<file path="src/rtl/acc_pkg.sv">
// Shared types and arithmetic for the per-column partial-sum accumulator.
// The add helper works at a fixed wide width so any ACC_WIDTH up to 63 bits can reuse it.
package acc_pkg;

    typedef enum logic [1:0] {
        COL_FILL  = 2'd0,
        COL_ACCUM = 2'd1,
        COL_DRAIN = 2'd2
    } col_state_e;

    localparam int SAT_CALC_W = 64;

    // Operands arrive sign-extended to SAT_CALC_W; the caller truncates to its own width,
    // which yields modulo wrap when sat_en is low.
    function automatic logic [SAT_CALC_W-1:0] acc_add(
        input logic [SAT_CALC_W-1:0] a,
        input logic [SAT_CALC_W-1:0] b,
        input int                    width,
        input logic                  sat_en
    );
        logic signed [SAT_CALC_W:0] sum;
        logic signed [SAT_CALC_W:0] lim_max;
        logic signed [SAT_CALC_W:0] lim_min;
        sum     = $signed({a[SAT_CALC_W-1], a}) + $signed({b[SAT_CALC_W-1], b});
        lim_max = $signed(({{SAT_CALC_W{1'b0}}, 1'b1} << (width - 1)) - {{SAT_CALC_W{1'b0}}, 1'b1});
        lim_min = ~lim_max;
        if (sat_en && (sum > lim_max)) begin
            return lim_max[SAT_CALC_W-1:0];
        end else if (sat_en && (sum < lim_min)) begin
            return lim_min[SAT_CALC_W-1:0];
        end
        return sum[SAT_CALC_W-1:0];
    endfunction

endpackage

</file>
<file path="src/rtl/acc_column.sv">
// One accumulator column: fills a tile, accumulates further passes onto it, then drains it.
module acc_column
    import acc_pkg::*;
#(
    parameter int IN_WIDTH   = 32,
    parameter int ACC_WIDTH  = 32,
    parameter int FIFO_DEPTH = 4,
    parameter int PASS_W     = 4,
    parameter int SAT_EN     = 1
) (
    input  logic                 clk,
    input  logic                 rst_n,
    input  logic                 clear_i,
    input  logic [PASS_W-1:0]    cfg_pass_i,
    input  logic                 psum_en_i,
    input  logic [IN_WIDTH-1:0]  psum_i,
    input  logic                 rden_i,
    output logic [ACC_WIDTH-1:0] rd_data_o,
    output logic                 valid_o,
    output logic                 done_o,
    output logic                 err_o
);

    localparam int IDX_W = $clog2(FIFO_DEPTH);
    localparam logic [IDX_W-1:0] IDX_LAST = IDX_W'(FIFO_DEPTH - 1);

    col_state_e           state_q, state_d;
    logic [IDX_W-1:0]     idx_q, idx_d;
    logic [IDX_W-1:0]     rd_idx_q, rd_idx_d;
    logic [PASS_W-1:0]    pass_q, pass_d;
    logic [PASS_W-1:0]    npass_q, npass_d;
    logic                 err_q, err_d;
    logic                 valid_q, valid_d;
    logic [ACC_WIDTH-1:0] data_q, data_d;
    logic [ACC_WIDTH-1:0] buf_q [FIFO_DEPTH];

    logic                 wr_en;
    logic [ACC_WIDTH-1:0] wr_data;
    logic [ACC_WIDTH-1:0] in_ext;
    logic [ACC_WIDTH-1:0] acc_sum;
    logic [PASS_W-1:0]    pass_inc;
    logic [PASS_W-1:0]    cfg_eff;

    assign in_ext   = ACC_WIDTH'($signed(psum_i));
    assign acc_sum  = ACC_WIDTH'(acc_add(SAT_CALC_W'($signed(buf_q[idx_q])),
                                         SAT_CALC_W'($signed(in_ext)),
                                         ACC_WIDTH, SAT_EN != 0));
    assign pass_inc = pass_q + PASS_W'(1);
    assign cfg_eff  = (cfg_pass_i == '0) ? PASS_W'(1) : cfg_pass_i;

    always_comb begin
        state_d  = state_q;
        idx_d    = idx_q;
        rd_idx_d = rd_idx_q;
        pass_d   = pass_q;
        npass_d  = npass_q;
        err_d    = err_q;
        valid_d  = 1'b0;
        data_d   = data_q;
        wr_en    = 1'b0;
        wr_data  = in_ext;
        if (clear_i) begin
            state_d  = COL_FILL;
            idx_d    = '0;
            rd_idx_d = '0;
            pass_d   = '0;
            npass_d  = '0;
            err_d    = 1'b0;
        end else begin
            case (state_q)
                COL_FILL, COL_ACCUM: begin
                    if (rden_i) err_d = 1'b1;
                    if (psum_en_i) begin
                        wr_en   = 1'b1;
                        wr_data = (state_q == COL_ACCUM) ? acc_sum : in_ext;
                        idx_d   = idx_q + IDX_W'(1);
                        // The pass count is captured once per tile, on its very first row.
                        if ((state_q == COL_FILL) && (idx_q == '0)) npass_d = cfg_eff;
                        if (idx_q == IDX_LAST) begin
                            pass_d  = pass_inc;
                            state_d = (pass_inc == npass_d) ? COL_DRAIN : COL_ACCUM;
                        end
                    end
                end
                COL_DRAIN: begin
                    if (psum_en_i) err_d = 1'b1;
                    if (rden_i) begin
                        valid_d  = 1'b1;
                        data_d   = buf_q[rd_idx_q];
                        rd_idx_d = rd_idx_q + IDX_W'(1);
                        if (rd_idx_q == IDX_LAST) begin
                            state_d  = COL_FILL;
                            idx_d    = '0;
                            rd_idx_d = '0;
                            pass_d   = '0;
                        end
                    end
                end
                default: state_d = COL_FILL;
            endcase
        end
    end

    always_ff @(posedge clk or negedge rst_n) begin
        if (!rst_n) begin
            state_q  <= COL_FILL;
            idx_q    <= '0;
            rd_idx_q <= '0;
            pass_q   <= '0;
            npass_q  <= '0;
            err_q    <= 1'b0;
            valid_q  <= 1'b0;
            data_q   <= '0;
        end else begin
            state_q  <= state_d;
            idx_q    <= idx_d;
            rd_idx_q <= rd_idx_d;
            pass_q   <= pass_d;
            npass_q  <= npass_d;
            err_q    <= err_d;
            valid_q  <= valid_d;
            data_q   <= data_d;
        end
    end

    // Tile storage is never reset; every tile overwrites all rows in its fill pass.
    always_ff @(posedge clk) begin
        if (wr_en) buf_q[idx_q] <= wr_data;
    end

    assign rd_data_o = data_q;
    assign valid_o   = valid_q;
    assign done_o    = (state_q == COL_DRAIN);
    assign err_o     = err_q;

endmodule

</file>
<file path="src/rtl/psum_accumulator.sv">
// Bank of PE_SIZE independent partial-sum accumulator columns sharing clock, reset and clear.
module psum_accumulator #(
    parameter int PE_SIZE    = 4,
    parameter int IN_WIDTH   = 32,
    parameter int ACC_WIDTH  = 32,
    parameter int FIFO_DEPTH = 4,
    parameter int MAX_PASS   = 8,
    parameter int SAT_EN     = 1
) (
    input  logic                           clk,
    input  logic                           rst_n,
    input  logic                           clear_i,
    input  logic [$clog2(MAX_PASS+1)-1:0]  cfg_pass_i,
    input  logic [PE_SIZE-1:0]             psum_en_i,
    input  logic [IN_WIDTH*PE_SIZE-1:0]    psum_row_i,
    input  logic [PE_SIZE-1:0]             rden_i,
    output logic [ACC_WIDTH*PE_SIZE-1:0]   psum_row_o,
    output logic [PE_SIZE-1:0]             valid_o,
    output logic [PE_SIZE-1:0]             done_o,
    output logic [PE_SIZE-1:0]             err_o
);

    localparam int PASS_W = $clog2(MAX_PASS + 1);

    for (genvar c = 0; c < PE_SIZE; c++) begin : g_col
        acc_column #(
            .IN_WIDTH   (IN_WIDTH),
            .ACC_WIDTH  (ACC_WIDTH),
            .FIFO_DEPTH (FIFO_DEPTH),
            .PASS_W     (PASS_W),
            .SAT_EN     (SAT_EN)
        ) u_col (
            .clk        (clk),
            .rst_n      (rst_n),
            .clear_i    (clear_i),
            .cfg_pass_i (cfg_pass_i),
            .psum_en_i  (psum_en_i[c]),
            .psum_i     (psum_row_i[c*IN_WIDTH +: IN_WIDTH]),
            .rden_i     (rden_i[c]),
            .rd_data_o  (psum_row_o[c*ACC_WIDTH +: ACC_WIDTH]),
            .valid_o    (valid_o[c]),
            .done_o     (done_o[c]),
            .err_o      (err_o[c])
        );
    end

endmodule

</file>
<file path="config.mk">
export PLATFORM = sky130hd
export DESIGN_NAME = psum_accumulator
export DESIGN_NICKNAME = d
export VERILOG_FILES = /design/src/rtl/acc_pkg.sv /design/src/rtl/acc_column.sv /design/src/rtl/psum_accumulator.sv
export SDC_FILE = /design/constraint.sdc
export NUM_CORES = 1
export LEC_CHECK = 0
export ABC_CLOCK_PERIOD_IN_PS = 6500
export BUFFER_PORTS_ARGS = -buffer_cell sky130_fd_sc_hd__buf_4
export CAP_MARGIN = 0
export CORE_MARGIN = 4
export CORE_UTILIZATION = 30
export CTS_CLUSTER_SIZE = 25
export DETAILED_ROUTE_END_ITERATION = 7
export HOLD_SLACK_MARGIN = 0.15
export PLACE_DENSITY = 0.51
export SYNTH_ARGS = -nofsm -noshare
export SYNTH_HDL_FRONTEND = slang
export SYNTH_SLANG_ARGS = --single-unit
</file>
<file path="constraint.sdc">
create_clock -name clk -period 6.5 [get_ports clk]
set_clock_uncertainty 0.05 [all_clocks]
set_input_delay 0.325 -clock clk [delete_from_list [all_inputs] [get_ports clk]]
set_output_delay 0.325 -clock clk [all_outputs]
set_load 0.05 [all_outputs]
</file>
==> results of run 1 <==
## cells by family (layout without fill, tap and decap cells)
family	after synthesis	count (layout)	share of synthesized area, %
XOR/XNOR	114	114	2.60
AND/OR/NAND/NOR	644	644	7.45
other	0	2	0
AO/OA/AOI/OAI	641	641	10.5
flip-flops	704	704	52.1
buffers and inverters	224	690	2.36
multiplexers	425	425	19.7
adder cells (fa/ha/maj)	161	161	5.25
## area by class of cell
class	count	area, um2	area share (%)
clock buffers	109	2330	4.95
well taps	1662	2080	4.42
diodes	2	5.00	0.0106
multi-input cells	1985	17700	37.6
repair buffers	481	4050	8.61
flip-flops and latches	704	20200	42.9
clock inverters	47	509	1.08
inverters	53	199	0.423
## flip-flops by register name (all words and copies together), names as in the netlist
signal                 flops
g_col.u_col.buf_q        512
g_col.u_col.rd_data_o    128
g_col.u_col.npass_q       16
g_col.u_col.pass_q        16
g_col.u_col.idx_q          8
g_col.u_col.rd_idx_q       8
g_col.u_col.state_q        8
g_col.u_col.err_o          4
g_col.u_col.valid_o        4
## worst max-delay path: stages (launching register included)
cell,delay [ns]
dfrtp_2,0.91
mux4_2,0.62
ha_1,0.39
nand3_1,0.10
o21ai_0,0.35
o21ai_1,0.22
a211oi_1,0.39
nor2_1,0.13
o211ai_1,0.36
mux2_2,0.68
nor2_1,0.25
a221oi_1,0.60
## worst paths after layout
| path | from | slack [ns] | end | cells past startpoint |
|---|---|---|---|---|
| min in group asynchronous | rst_n | 0.26 | g_col[2].u_col.rd_data_o[4] | 3 |
| worst min register to register | g_col[2].u_col.state_q[1] | 0.44 | g_col[2].u_col.state_q[0] | 1 |
| worst max register to register | g_col[3].u_col.idx_q[0] | 1.12 | g_col[3].u_col.buf_q[3][24] | 11 |
| max in group asynchronous | rst_n | 5.41 | g_col[0].u_col.idx_q[0] | 3 |
| worst max-delay path | g_col[3].u_col.idx_q[0] | 1.12 | g_col[3].u_col.buf_q[3][24] | 11 |
| worst min-delay path | cfg_pass_i[0] | 0.24 | g_col[2].u_col.npass_q[0] | 3 |
## metal layers
| metal | GRT usage [%] | wire, um |
|---|---|---|
| met1 | 21.7 | 49900 |
| met2 | 26.6 | 51900 |
| met3 | 2.44 | 4730 |
| met4 | 4.29 | 2220 |
| met5 | 0 | 0 |
## through the flow
stage               hold slack, ns  instances  setup slack [ns]
global placement             0.200       4739              1.08
global route                 0.230       5041             0.654
floorplan                  -0.0206       2913              1.79
finish                       0.241       5043              1.12
detailed placement           0.203       4739              1.07
CTS                          0.188       5041              1.01
## where the power goes
group          leakage, nW  switching [mW]  internal (mW)
clock network         1.40            1.94           2.90
logic                 9.37            1.49           1.10
registers             7.29           0.105           4.98
total                 18.1            3.53           8.97
## layout by cell type (no fill, tap or decap), drive strengths merged, types with 15 or more instances in the layout
cell type,n
edfxtp,512
buf,336
mux4,256
nand2,256
o21ai,199
dfrtp,192
a21oi,187
nor2,178
ha,152
dlygate4sd3,145
mux2,134
clkbuf,109
xnor2,67
inv,59
xor2,47
a21o,44
nor3,43
nand3,38
mux2i,35
clkinv,30
and2,25
o21a,21
nor2b,21
a211oi,21
and3,19
a31oi,19
o21bai,18
nand2b,15
o31ai,15
## cell usage after synthesis (6+ instances only)
library cell	count	area, um2
nor2_1	178	668
mux4_2	256	5770
mux2_2	134	1510
o31a_1	6	52.6
buf_1	28	105
a31o_2	7	61.3
a21oi_1	187	936
or3_1	6	37.5
o211ai_1	10	75.1
nand4_1	13	81.3
o21ai_0	194	971
a31oi_1	16	100
and2_1	25	156
a211o_1	7	61.3
and3_1	19	119
clkbuf_1	114	428
nand3_1	38	190
nand2_1	256	961
a2111oi_0	11	96.3
o21bai_1	17	128
nor2b_1	21	131
nor3b_1	11	82.6
a211oi_1	20	150
xor2_1	47	412
a21o_1	44	330
nand2b_1	15	93.8
inv_1	53	199
ha_1	152	1900
o41ai_1	6	52.6
a311oi_1	6	52.6
o31ai_1	14	105
dfrtp_1	192	4800
a221oi_1	10	87.6
edfxtp_1	512	15400
mux2i_1	35	350
buf_4	14	105
nor3_1	43	215
buf_2	13	65.1
o21a_1	21	158
xnor2_1	66	578
==> impl_results.md, run 1 <==
- Run status: finished, final reports clean
- Leakage power: 18.1 nW
- Placed Area: 42700 um2
- TNS Setup: 0 ns
- First-pass GRT wire length: 168000 um
- Final Hold Violating Endpoints: 0
- Pre-Repair DR Iteration Count: 7
- Vias in the first global route: 27.4k
- Max VDD drop: 0.210 mV
- Total Wirelength: 109000 um
- Setup Viol. Count Final: 0
- Worst-margin pin slew: 1.04 ns
- Crit Path Max Fanout: 29
- HPWL Detailed: 74000 um
- Endpoint class of the critical path: register
- Initial antenna violation count: 4
- # IOs: 283
- Hold Crit Class: input port to register
- Library cells used by synthesis: 86
- Synth Flop Type: edfxtp_1
- Synth Area per Inst: 13.3 um2
- Fill cell count: 12.3k
- CTS tree: done
- Type of the worst setup path: register to register
- Initial Util: 30.3%
- Post-synthesis instance total: 2913
- Post_cts resized: 0
- CP Data Required Time: 6.82 ns
- Post-synthesis sequential area ratio: 52.1%
- Period utilization: 82.8%
- Fin. max-slew vios: 0
- PortBufs: 282
- Synth warn: 0
- Unrepaired setup endpoints after global routing: no
- Fmax: 186 MHz
- CTS Hold Bufs: 146
- Ratio of cells with drive above 1 in the final layout: 27.1%
- Fin nets: 3607
- Die Footprint: 135000 um2
- Core Area: 128000 um2
- Clock Latency Late Sink: 0.66 ns
- Total vias in the final route: 26.0k
- Clock Path Buffers: 3
- Clock root cell: clkbuf_16
- Total gr overflow: 0
- Total power: 12.5 mW
- Die width: 367 um
- Clock sink count: 704
- Final Util: 36.8%
- Register bit total from synthesis: 704
- CP Launch Type: register
- Pin count of the biggest net entering global routing: 109
- Mapped Area: 38700 um2
- CTS Buf Count: 83
- Antenna-violating nets left: 0
- CP arrival: 5.70 ns
- Area growth syn-to-layout: 21.5%
- Min Tclk post-route: 5.38 ns
- Gr usage total: 16.0%
- EDFF count, synth: 512
- GP Congestion: 0.845
- DRC: 0
- Ys async rst share: 27.3%
- H-tree levels: 3
- Die height: 367 um
- Clock transition at path regs: 0.06 ns
- Starting DRT DRC Count: 1539
- Vias per Instance: 5.15
- Syn Nets: 3212
- Power density over the cells: 266 nW/um2
- Final instance area: 47100 um2
- MaxCap Viol Count: 0
- Wire per inst: 21.6 um
- Setup Fix Bufs, Post-CTS: 0
- Max-Slew Margin vs Limit: 30.4%
- Row count: 131
Note: power is estimated with default switching activity, not from simulation.
==> run 2: changes to the inputs <==
--- a/config.mk
+++ b/config.mk
@@ -5,7 +5,7 @@
 export SDC_FILE = /design/constraint.sdc
 export NUM_CORES = 1
 export LEC_CHECK = 0
-export ABC_CLOCK_PERIOD_IN_PS = 6500
+export ABC_CLOCK_PERIOD_IN_PS = 5200
 export BUFFER_PORTS_ARGS = -buffer_cell sky130_fd_sc_hd__buf_4
 export CAP_MARGIN = 0
 export CORE_MARGIN = 4
==> constraint.sdc (replaced) <==
create_clock -name clk -period 5.2 [get_ports clk]
set_clock_uncertainty 0.05 [all_clocks]
set_input_delay 0.26 -clock clk [delete_from_list [all_inputs] [get_ports clk]]
set_output_delay 0.26 -clock clk [all_outputs]
set_load 0.05 [all_outputs]
==> impl_results.md, run 2 (synthesized netlist as in run 1, its figures left out) <==
- Starting DRT DRC Count: 1638
- Slowest cell on crit path: xnor2_2
- Bufs and invs on worst path: 1
- TNS Setup: 0 ns
- CP Data Required Time: 5.51 ns
- Critical-path cell list: buf_12 > mux4_2 > ha_1 > o21a_1 > o21a_1 > a31o_2 > a31oi_4 > o41ai_4 > a31oi_4 > xnor2_2 > nor2_1 > o31ai_1
- Ratio of cells with drive above 1 in the final layout: 27.6%
- Hold Crit Class: input port to register
- Period utilization: 95.4%
- Gr usage total: 16.0%
- Row count: 131
- Min Tclk post-route: 4.96 ns
- Hold slack final: 0.423 ns
- Run status: finished, final reports clean
- CP peak stage delay: 0.70 ns
- Max VDD drop: 0.227 mV
- Largest register FFs: 512
- Vias in the first global route: 27.4k
- DRC: 0
- Clock Path Buffers: 3
- Core Area: 128000 um2
- Die width: 367 um
- Register Area: 20200 um2
- Type of the worst setup path: register to register
- Setup Viol. Count Final: 0
- Die height: 367 um
- Antenna-violating nets left: 0
- Pre-Repair DR Iteration Count: 5
- Final Hold Violating Endpoints: 0
- Pin count of the biggest net entering global routing: 79
- Post-place setup slack: 0.217 ns
- Total Wirelength: 109000 um
- Commonest cells after routing, fill and taps aside: edfxtp_1 (512), buf_4 (361), mux4_2 (256), nand2_1 (256), o21ai_0 (194)
- Wire per inst: 21.4 um
- Power density over the cells: 331 nW/um2
- Initial Util: 30.3%
- Fin. max-slew vios: 0
- H-tree levels: 3
- Post-route setup slack: 0.242 ns
- Total vias in the final route: 26.0k
- PortBufs: 282
- Clock root cell: clkbuf_16
- Commonest non-fill, non-tap cell in the layout: edfxtp_1
- CP arrival: 5.27 ns
- Leakage power: 18.2 nW
- Fmax: 202 MHz
- Biggest register: g_col.u_col.buf_q
- CP Launch Type: register
- CTS Buf Count: 84
- GP Congestion: 0.845
- Unrepaired setup endpoints after global routing: no
- MaxCap Viol Count: 0
- Clock transition at path regs: 0.06 ns
- Crit Path Max Fanout: 14
- CTS tree: done
- Final Util: 37.0%
- Fin nets: 3646
- Endpoint class of the critical path: register
- HPWL Detailed: 74800 um
- Die Footprint: 135000 um2
- Multi-input gate area: 17700 um2
- Worst-margin pin slew: 1.04 ns
- Total gr overflow: 0
- Initial antenna violation count: 3
- Clock sink count: 704
- Vias per Instance: 5.12
- Fill cell count: 12.4k
- # IOs: 283
- Area growth syn-to-layout: 22.3%
- Total power: 15.7 mW
- Max-Slew Margin vs Limit: 30.9%
- First-pass GRT wire length: 168000 um
- Top delay family on crit path: compound AO/OA/AOI/OAI gates
- Clock Latency Late Sink: 0.66 ns
[run 2: cell types whose count changed in the layout (fill, tap and decap cells not counted), moves of 2 or more]
cell,previous run,this run
dlygate4sd3_1,145,152
clkbuf_8,9,11
dfrtp_4,0,2
clkinvlp_4,2,8
dfrtp_2,10,8
inv_6,5,1
buf_4,330,361
clkinv_2,19,15
clkinv_4,4,2
clkbuf_16,86,89
bufinv_16,9,7
clkbuf_1,14,18
[run 2: final cells by class]
cell class | instances | area share, %
timing repair buffer | 519 | 9.18
tap | 1662 | 4.39
inverter | 53 | 0.420
sequential | 704 | 42.7
antenna | 1 | 0.00528
clock inverter | 38 | 0.824
clock buffer | 118 | 5.17
multi-input combinational | 1985 | 37.4
[run 2: per-layer routing]
metal	up-vias	part of all wire (%)	global-route usage (%)	routed length (um)
li1	12200	-	-	-
met1	13100	45	21.5	48900
met2	589	48	26.4	51600
met3	118	5.5	3.71	5930
met4	2	2.0	3.69	2180
met5	-	0.012	0	13
[run 2: worst paths after layout]
kind | start | end | slack, ns | depth (start not counted)
setup / recovery | g_col[1].u_col.idx_q[0] | g_col[1].u_col.buf_q[1][11] | 0.24 | 12
max in group asynchronous | rst_n | g_col[2].u_col.rd_data_o[8] | 3.13 | 4
setup reg to reg | g_col[1].u_col.idx_q[0] | g_col[1].u_col.buf_q[1][11] | 0.24 | 12
hold / removal | psum_en_i[3] | g_col[3].u_col.err_o | 0.42 | 4
min in group asynchronous | rst_n | g_col[2].u_col.rd_data_o[20] | 0.67 | 3
hold reg to reg | g_col[2].u_col.state_q[1] | g_col[2].u_col.state_q[0] | 0.44 | 1
[run 2: power breakdown]
part           leakage, nW  internal [mW]  total, mW  switching (mW)
logic                 9.55           1.43       3.33            1.90
registers             7.29           6.22       6.32          0.0974
clock network         1.38           3.63       6.04            2.41
[run 2: per-stage QoR]
step	cell area, um2	cells
global placement	43000	4771
finish	47400	5080
detailed placement	43000	4771
global route	47300	5079
floorplan	38700	2913
CTS	47300	5079
[run 2: timing repair]
item / 4_1_cts / 5_1_grt
gates resized for setup: 0 / 3
hold buffers: 152 / 0
setup endpoints to repair: 0 / 91
hold endpoints to repair: 642 / 0
setup buffers: 0 / 0
[run 2: tightest hold or removal path: stages]
cell	delay, ns
dlygate4sd3_1	0.53
buf_4	0.14
a221oi_1	0.08
nor2_1	0.08
==> run 3: changes to the inputs <==
--- a/config.mk
+++ b/config.mk
@@ -5,7 +5,6 @@
 export SDC_FILE = /design/constraint.sdc
 export NUM_CORES = 1
 export LEC_CHECK = 0
-export ABC_CLOCK_PERIOD_IN_PS = 5200
 export BUFFER_PORTS_ARGS = -buffer_cell sky130_fd_sc_hd__buf_4
 export CAP_MARGIN = 0
 export CORE_MARGIN = 4
@@ -14,6 +13,7 @@
 export DETAILED_ROUTE_END_ITERATION = 7
 export HOLD_SLACK_MARGIN = 0.15
 export PLACE_DENSITY = 0.51
+export REMOVE_ABC_BUFFERS = 1
 export SYNTH_ARGS = -nofsm -noshare
 export SYNTH_HDL_FRONTEND = slang
 export SYNTH_SLANG_ARGS = --single-unit
==> impl_results.md, run 3 (synthesized netlist as in run 1, its figures left out) <==
- Endpoint class of the critical path: register
- Row count: 131
- R2R Path Start: g_col[2].u_col.idx_q[0]
- NetSw: 4.49 mW
- Core Area: 128000 um2
- First-pass GRT wire length: 168000 um
- Crit Path Max Fanout: 26
- Die width: 367 um
- Die Footprint: 135000 um2
- Critical-path cell list: buf_4 > mux4_2 > ha_1 > nand2_1 > o31ai_1 > a2111oi_2 > nor3_1 > o21ai_0 > a211oi_4 > buf_4 > a21oi_1 > o21ai_0
- Critical Path Sink: g_col[2].u_col.buf_q[0][21]
- Clock sink count: 704
- Setup Viol. Count Final: 0
- Vias in the first global route: 27.5k
- Slowest cell on crit path: dfrtp_4
- GP Congestion: 0.846
- Biggest register: g_col.u_col.buf_q
- Period utilization: 91.7%
- GRT busiest layer: met2
- Setup Fix Bufs, Post-CTS: 0
- Commonest non-fill, non-tap cell in the layout: edfxtp_1
- Sw frac: 28.6%
- Largest register FFs: 512
- CTS Buf Count: 84
- Post-route setup slack: 0.434 ns
- Type of the worst setup path: register to register
- MaxCap Viol Count: 0
- Fmax: 210 MHz
- Die height: 367 um
- Commonest cells after routing, fill and taps aside: edfxtp_1 (512), buf_4 (361), mux4_2 (256)
- Bufs and invs on worst path: 2
- Ant diodes: 0
- Area growth syn-to-layout: 22.3%
- Met3 Usage GRT: 2.52%
- Final Hold Violating Endpoints: 0
- Vias per Instance: 5.13
- Initial Util: 30.3%
- Clock root cell: clkbuf_16
- Run status: finished, final reports clean
- Wire per inst: 21.3 um
- Clock Latency Late Sink: 0.68 ns
- Fin. max-slew vios: 0
- Top delay family on crit path: compound AO/OA/AOI/OAI gates
- Worst path depth: 12
- TNS Setup: 0 ns
- Fin nets: 3645
- Gr usage total: 15.9%
- CP peak stage delay: 0.58 ns
- R2R Path End: g_col[2].u_col.buf_q[0][21]
- Ratio of cells with drive above 1 in the final layout: 27.6%
- Leakage power: 18.2 nW
- M1 GR Usage: 21.5%
- Pre-Repair DR Iteration Count: 7
- Internal power: 11.2 mW
- Initial antenna violation count: 1
- Power density over the cells: 331 nW/um2
- Clk network pwr share: 38.4%
- PortBufs: 282
- Pin count of the biggest net entering global routing: 98
- Combinational power share: 21.3%
- Total gr overflow: 0
- FF-to-FF path depth: 12
- H-tree levels: 3
- DRC: 0
- Clock Path Buffers: 3
- Max VDD drop: 0.259 mV
- CP arrival: 5.13 ns
- Min Tclk post-route: 4.77 ns
- Post-place setup slack: 0.349 ns
- Sequential power share: 40.3%
- Total vias in the final route: 26.1k
- Unrepaired setup endpoints after global routing: no
- Met2 GRT Util: 26.7%
- Flop2flop setup slack: 0.43 ns
- Starting DRT DRC Count: 1716
- Hold Crit Class: input port to register
- CP Data Required Time: 5.56 ns
- Total Wirelength: 108000 um
- Antenna-violating nets left: 0
- Worst-margin pin slew: 1.14 ns
- Max-Slew Margin vs Limit: 23.5%
- HPWL Detailed: 73900 um
- Worst Setup SP: g_col[2].u_col.idx_q[0]
- CTS tree: done
- # IOs: 283
- Clock transition at path regs: 0.06 ns
- CP Launch Type: register
-- run 3: changes by cell type in the layout (fill, tap and decap cells not counted), sizes merged --
cell | before | now
dlygate4sd3 | 152 | 151
clkinvlp | 8 | 4
inv | 54 | 61
clkbuf | 118 | 109
bufinv | 7 | 9
clkinv | 22 | 27
diode | 1 | 0
-- run 3: routing by layer --
layer	wire length (um)	share of wire, %
met1	49500	46
met2	51900	48
met3	3790	3.5
met4	2970	2.7
met5	0	0
-- run 3: worst min path at each step --
| stage | from | cells past startpoint | to |
|---|---|---|---|
| 6_report | psum_en_i[0] | 4 | g_col[0].u_col.idx_q[1] |
| 3_5_place_dp | rst_n | 1 | g_col[3].u_col.rd_data_o[7] |
| 4_1_cts | psum_en_i[0] | 4 | g_col[0].u_col.idx_q[1] |
| 5_1_grt | psum_en_i[0] | 4 | g_col[0].u_col.idx_q[1] |
| 2_1_floorplan | rst_n | 0 | g_col[0].u_col.err_o |
| 3_3_place_gp | rst_n | 1 | g_col[3].u_col.rd_data_o[7] |
-- run 3: what timing repair did --
item                                    in CTS  in global routing
endpoints found under the hold margin      758                  0
gates resized for setup                      0                  7
endpoints found under the setup margin       0                 45
hold buffers                               152                  0
-- run 3: power by group through the flow --
stage	Clock, mW	Combinational [mW]	Sequential, mW
4_1_cts	6.24	3.35	6.32
5_1_grt	6.48	3.68	6.34
3_3_place_gp	0	3.25	6.43
2_1_floorplan	0	2.07	6.58
6_report	6.03	3.34	6.32
3_5_place_dp	0	3.24	6.44
-- run 3: cell type report --
| type | instances | area [um2] |
|---|---|---|
| Multi-Input combinational cell | 1985 | 17700 |
| Fill cell | 12300 | 80500 |
| Tap cell | 1662 | 2080 |
| Clock buffer | 109 | 2280 |
| Clock inverter | 48 | 556 |
| Timing Repair Buffer | 518 | 4340 |
| Inverter | 53 | 199 |
| Sequential cell | 704 | 20200 |
-- run 3: worst register-to-register path, stage by stage, from the launching register on --
cell       delay, ns
dfrtp_4         0.58
buf_4           0.28
mux4_2          0.53
ha_1            0.33
nand2_1         0.11
o31ai_1         0.50
a2111oi_2       0.19
nor3_1          0.48
o21ai_0         0.25
a211oi_4        0.30
buf_4           0.39
a21oi_1         0.13
o21ai_0         0.38
-- run 3: metrics by stage --
step           instance area (um2)  instances  total power [mW]  hold WS, ns  util (%)
4_1_cts                      47300       5079              15.9        0.339      37.0
6_report                     47300       5079              15.7        0.415      37.0
3_5_place_dp                 43000       4770              9.67        0.158      33.6
5_1_grt                      47300       5079              16.5        0.379      37.0
2_1_floorplan                38000       2742              8.65      -0.0856         -
3_3_place_gp                 43000       4770              9.68        0.160      33.6
